===== config.mk =====
export PLATFORM = sky130hd
export DESIGN_NAME = xbus_master
export DESIGN_NICKNAME = d
export VERILOG_FILES = /design/src/rtl/xbus_master.sv
export SDC_FILE = /design/constraint.sdc
export NUM_CORES = 1
export LEC_CHECK = 0
export CAP_MARGIN = 20
export CORE_MARGIN = 3
export CORE_UTILIZATION = 62
export DETAILED_ROUTE_END_ITERATION = 6
export DONT_BUFFER_PORTS = 1
export GPL_TIMING_DRIVEN = 0
export PLACE_DENSITY_LB_ADDON = 0.15
export SLEW_MARGIN = 20
export SYNTH_ARGS = -nofsm -noshare
export SYNTH_HDL_FRONTEND = slang
export SYNTH_SLANG_ARGS = --single-unit

===== constraint.sdc =====
create_clock -name clk -period 3.9 [get_ports clk]
set_input_delay 0.78 -clock clk [delete_from_list [all_inputs] [get_ports clk]]
set_output_delay 0.78 -clock clk [all_outputs]
set_load 0.1 [all_outputs]

===== src/rtl/xbus_master.sv =====
// rtl/xbus_master.sv - Xbus initiator; optional interrupt capture under XBUS_MASTER_INTR_EN
module xbus_master #(
  parameter logic [7:0] TIMEOUT = 8'd64
) (
  input  logic        clk,
  input  logic        reset,
`ifdef XBUS_MASTER_INTR_EN
  output logic        int_pending,
  output logic [7:0]  int_vector,
  input  logic        int_ack,
`endif
  input  logic        cmd_valid,
  input  logic        cmd_write,
  input  logic [21:0] cmd_addr,
  input  logic [31:0] cmd_wdata,
  output logic        cmd_ready,
  output logic        rsp_valid,
  output logic [31:0] rsp_rdata,
  output logic        rsp_err,
  output logic [21:0] addr,
  output logic [31:0] dataout,
  output logic        req,
  output logic        write,
  input  logic [31:0] datain,
  input  logic        ack,
  input  logic        decode,
  input  logic        interrupt,
  input  logic [7:0]  vector
);

  localparam logic [1:0] ST_IDLE    = 2'd0;
  localparam logic [1:0] ST_BUSY    = 2'd1;
  localparam logic [1:0] ST_RECOVER = 2'd2;

  logic [1:0] state;
  logic [7:0] cnt;
  logic       decode_seen;

  // Bus transaction sequencer: accept, hold req until ack or timeout, then wait out lingering ack
  always_ff @(posedge clk or posedge reset) begin
    if (reset) begin
      state       <= ST_IDLE;
      req         <= 1'b0;
      write       <= 1'b0;
      addr        <= '0;
      dataout     <= '0;
      rsp_valid   <= 1'b0;
      rsp_err     <= 1'b0;
      rsp_rdata   <= '0;
      cmd_ready   <= 1'b1;
      cnt         <= '0;
      decode_seen <= 1'b0;
    end else begin
      rsp_valid <= 1'b0;
      case (state)
        ST_IDLE: begin
          if (cmd_valid) begin
            addr        <= cmd_addr;
            dataout     <= cmd_wdata;
            write       <= cmd_write;
            req         <= 1'b1;
            cnt         <= '0;
            decode_seen <= 1'b0;
            cmd_ready   <= 1'b0;
            state       <= ST_BUSY;
          end
        end
        ST_BUSY: begin
          if (cnt != 8'hFF) begin
            cnt <= cnt + 8'd1;
          end
          if (decode) begin
            decode_seen <= 1'b1;
          end
          // ack is checked first so a reply arriving on the last allowed cycle still succeeds
          if (ack) begin
            rsp_rdata <= write ? 32'd0 : datain;
            rsp_err   <= 1'b0;
            rsp_valid <= 1'b1;
            req       <= 1'b0;
            state     <= ST_RECOVER;
          end else if (cnt == TIMEOUT - 8'd1) begin
            rsp_rdata <= 32'd0;
            rsp_err   <= 1'b1;
            rsp_valid <= 1'b1;
            req       <= 1'b0;
            state     <= ST_RECOVER;
          end
        end
        ST_RECOVER: begin
          // responders may hold ack a couple of cycles after req drops; never start a new cycle over it
          if (!ack) begin
            cmd_ready <= 1'b1;
            state     <= ST_IDLE;
          end
        end
        default: begin
          req       <= 1'b0;
          cmd_ready <= 1'b1;
          state     <= ST_IDLE;
        end
      endcase
    end
  end

`ifdef XBUS_MASTER_INTR_EN
  // Interrupt capture: first vector is held until the processor acknowledges it
  always_ff @(posedge clk or posedge reset) begin
    if (reset) begin
      int_pending <= 1'b0;
      int_vector  <= '0;
    end else if (int_ack) begin
      int_pending <= 1'b0;
    end else if (interrupt && !int_pending) begin
      int_pending <= 1'b1;
      int_vector  <= vector;
    end
  end

  logic unused_status;
  assign unused_status = decode_seen;
`else
  logic unused_inputs;
  assign unused_inputs = ^{interrupt, vector, decode_seen};
`endif

endmodule

* Yosys cells after proc, flatten, opt, wreduce, memory -nomap -nowiden *
Index checks and enable logic that the tools add are counted.
W data, S select, Z words.

word-level totals
  latch bits = 0
  bits in writable memories = 0
  memory bits (read-only) = 0
  memories kept = 0
  input bits = 101
  bits in registers = 101

operators by class
  bitwise gates (word level) = 2
  equal/unequal tests = 8
  order comparisons = 0
  reductions and logical operators = 9
  div/mod/pow operators = 0
  multiply operators = 0
  multiplexer cells = 23
  shift operators = 0
  $add $sub $neg = 1

operators with widths
  operator               number
  $mux W32               3
  $mux W8                2
  $pmux W8 S2            1
  $reduce_and A3 Y1      4
  $mux W1                10
  $add A8 B1 Y8 const B  1
  $eq A8 B6 Y1 const B   1
  $mux W2                4
  $ne A8 B8 Y1 const B   1
  $ne A2 B2 Y1 const B   3
  $pmux W1 S3            2
  $pmux W2 S3            1
  $reduce_and A2 Y1      2
  $reduce_bool A2 Y1     2
  $ne A3 B3 Y1 const B   1
  $eq A2 B1 Y1 const B   1
  $eq A2 B2 Y1 const B   1
  $logic_not A2 Y1       1
  $not A1 Y1             2

* Logic depth before layout (Yosys ltp) *
  depth in word-level cells = 4
  depth in mapped cells = 6
  mapped depth without buffers = 4

* Least setup slack after synthesis *
Ideal clock, no wire load.

  kind = reg2out
  start = register write
  end = output port write
  arrival = 0.925 ns
  stages on the path, launching flop included = 1
  buffers on the path = 0
  slack = 2.195 ns
  cell sequence = dfrtp_1

RTL lines
  what                    line  RTL
  from (decl)             23    output logic write,
  from (signal assigned)  60    write <= cmd_write;

No word-level cell between the ends.

* Worst setup path after layout *
  start = register write
  end = output port write

No word-level cell between the ends.

==> key figures <==
Worst setup path
  • Worst flop-to-flop path endpoint: rsp_rdata[1]
  • Critical Path Start Type: flip-flop
  • Critical Path AT: between 1000 and 1500 ps
  • Critical path endpoint category: output pin
  • Req. time, crit path: roughly 3100 ps
  • Setup CP Type: flip-flop to output pin
  • Largest fanout on the critical path: 3
  • Worst flop-to-flop path startpoint: write
  • R2R setup slack: approximately 2000 ps
  • R2R cell count: 3

Routing
  • Final wirelength: ~9000 µm
  • DRT Pass-1 Iters: 4
  • Remaining antenna violation count: 0
  • Drc violations: 0
  • Vias per cell: approximately 6
  • Routed via count: around 3,000
  • Initial detailed-routing violation count: between 100 and 150
  • WL/cell: 17.47 µm

Clocking
  • Htree depth: 3
  • Clock root buffer: clkbuf_8
  • Worst-skew pair later-pin latency: 350 ps
  • CTS tree: yes
  • Post-CTS Setup Bufs: 0
  • CTS Hold Buffers Added: 0
  • TritonCTS buffer count: 9
  • Clk pin slew, worst setup/hold paths: 90 ps
  • Clk buf depth: 2
  • Clk sinks: 101
  • Post-CTS sizing: 0

Floorplan
  • Core area: about 0.0065 mm²
  • # IOs: about 190
  • Die width: slightly below 90 µm
  • DIE AREA: just under 0.008 mm²
  • Die Y: about 89 µm
  • Row count: 29
  • Starting Density: 65.44%

Synth
  • Syn Nets: between 500 and 600
  • Syn Area/Cell: between 10 and 15 µm²
  • Ys async rst share: between 90% and 100%
  • Area contributors post-synth: dfrtp_1 (59%), nand2_1 (15%), a221o_1 (7.5%)
  • Synth Instances: 416
  • Unique masters post-synth: 40
  • Seq/Total Area, Yosys: around 60%
  • Synth Area in XOR/XNOR: 0%
  • Top_reg_cell synth: dfrtp_1
  • Synth warn: 0
  • Share of the synthesized area in the top cell type: around three fifths
  • Leading area contributor after synthesis: dfrtp_1
  • Area of the mapped netlist: 0.004250 mm²
  • Largest family of logic cells by synthesized area: simple AND/OR/NAND/NOR gates
  • Adder-cell share of the synthesized area: less than 1%
  • Flops & latches, synth: 101
  • Compound-Gate Fraction of Synth Area: 11.16%
  • Post-synth EDFFs: 0
  • Simple-gate share of the synthesized area: between 20% and 30%
  • Mux share of post-synthesis cell area: 0.9714%

Placement
  • DP Cell Count: between 400 and 500
  • HPWL after DPL: 6589 µm
  • I/O Buffers: 0
  • Final GP Congestion: around 0.84
  • Dpl ws: about 2000 ps

STA
  • Fmax: 469.2 MHz
  • Final setup viols: 0
  • Slew Limit Headroom: between 30% and 40%
  • Final Hold Fails: 0
  • Fin crit period: 2131 ps
  • Setup Skew: 11.02 ps
  • Crit path setup slack, layout: 1769 ps
  • Tcrit/Tclk final: 54.65%
  • Worst-margin pin slew: around 980 ps
  • Max Slew Vio Count: 0
  • Hold slack final: between 200 and 300 ps
  • RSZ-0062 raised after global routing: false

GRT
  • Grt ovf: 0
  • Global-route wire length before repair: around 14,000 µm
  • Initial antenna violation count: 0
  • Largest net degree at the start of global routing: between 60 and 70
  • GRT Overall Usage: a little under a quarter
  • Vias in the first global route: just under 3,000

Finish
  • Multi-input gate area: around 0.0015 mm²
  • Register area: approximately 0.0025 mm²
  • Area Growth Syn to Fin: 7.536%
  • Nets@finish: 530
  • Share of cells above drive strength 1: about 10%
  • Fin util: a little over two thirds
  • Antenna cell count: 0
  • Final Non-Filler Cells: 510
  • Fillers: 489

Min path
  • HP Class: primary input to asynchronous set/reset pin

Job
  • Max-Cap Viols: 0

Run status
  • Status: complete, no violations
-- synth_stat cells, types with 2 or more instances --
cell type,instances
a221o_1,32
a21o_1,2
inv_1,4
nor2_1,3
o22ai_1,2
a21oi_1,3
dfrtp_1,100
o21bai_1,2
mux2i_1,3
buf_2,12
nand3_1,3
nor4_1,2
and2_1,29
nand2_1,173
buf_6,4
nor2b_1,3
a31oi_1,2
and2_0,4
buf_4,5
and4_1,2
clkbuf_1,5
a211oi_1,2
nand2b_1,2
-- how the worst max path moves through the flow --
stage                    from       end  slack [ps]  cells past startpoint
floorplan               reset   addr[0]         470                      1
global placement        reset  addr[12]        -480                      1
detailed placement  cmd_valid    cnt[0]        2030                      3
CTS                     write     write        1750                      0
global route            write     write        1720                      0
finish                  write     write        1770                      0
-- cells by family (layout without fill, tap and decap cells) --
| kind of cell | Yosys count | after routing |
|---|---|---|
| compound gates | 51 | 51 |
| fa+ha+maj | 1 | 1 |
| buf+inv | 30 | 47 |
| flops | 101 | 101 |
| mux | 4 | 4 |
| simple gates | 229 | 229 |
-- stage by stage --
step           TNS, ps  instance area, µm²
2_1_floorplan        0                4250
3_3_place_gp    -47400                4347
3_5_place_dp         0                4379
4_1_cts              0                4571
5_1_grt              0                4571
6_report             0                4571
-- cells in the final DEF, fill, tap and decap left out, types with 2 or more instances in the layout --
master      instances
buf_6               4
nand2_1           173
buf_2              12
a31oi_1             2
clkinvlp_4          2
o22ai_1             2
nand3_1             3
inv_1               3
and2_0              4
a221o_1            32
clkinv_2            2
clkbuf_8            9
dfrtp_1           100
nor2b_1             3
a211oi_1            2
nand2b_1            2
nor4_1              2
nor2_1              3
buf_4               5
and4_1              2
a21oi_1             3
and2_1             29
clkbuf_1            6
o21bai_1            2
mux2i_1             3
a21o_1              2
-- final cells by class --
cell class | instances | share of cell area (%)
Clock inverter | 6 | 1.396
Sequential cell | 101 | 55.32
Buffer | 26 | 3.531
Multi-Input combinational cell | 285 | 33.81
Timing Repair Buffer | 1 | 0.6022
Tap cell | 77 | 2.108
Clock buffer | 10 | 2.792
Inverter | 4 | 0.4380
-- routing by layer --
metal,GRT usage [%],vias to the layer above,share of wire [%]
li1,-,1408,-
met1,28.88,1449,41
met2,35.09,131,48
met3,8.752,8,10
met4,8.654,0,1.1
met5,0,-,0
-- registers in the layout, summed over array words and instances (netlist names) --
| signal | count |
|---|---|
| rsp_err | 1 |
| req | 1 |
| addr | 22 |
| rsp_valid | 1 |
| state | 2 |
| cnt | 8 |
| dataout | 32 |
| write | 1 |
| cmd_ready | 1 |
| rsp_rdata | 32 |
Power is left out: the tool's default activity adds up to more than one toggle a clock period on the data nets, which glitch-free logic cannot reach.
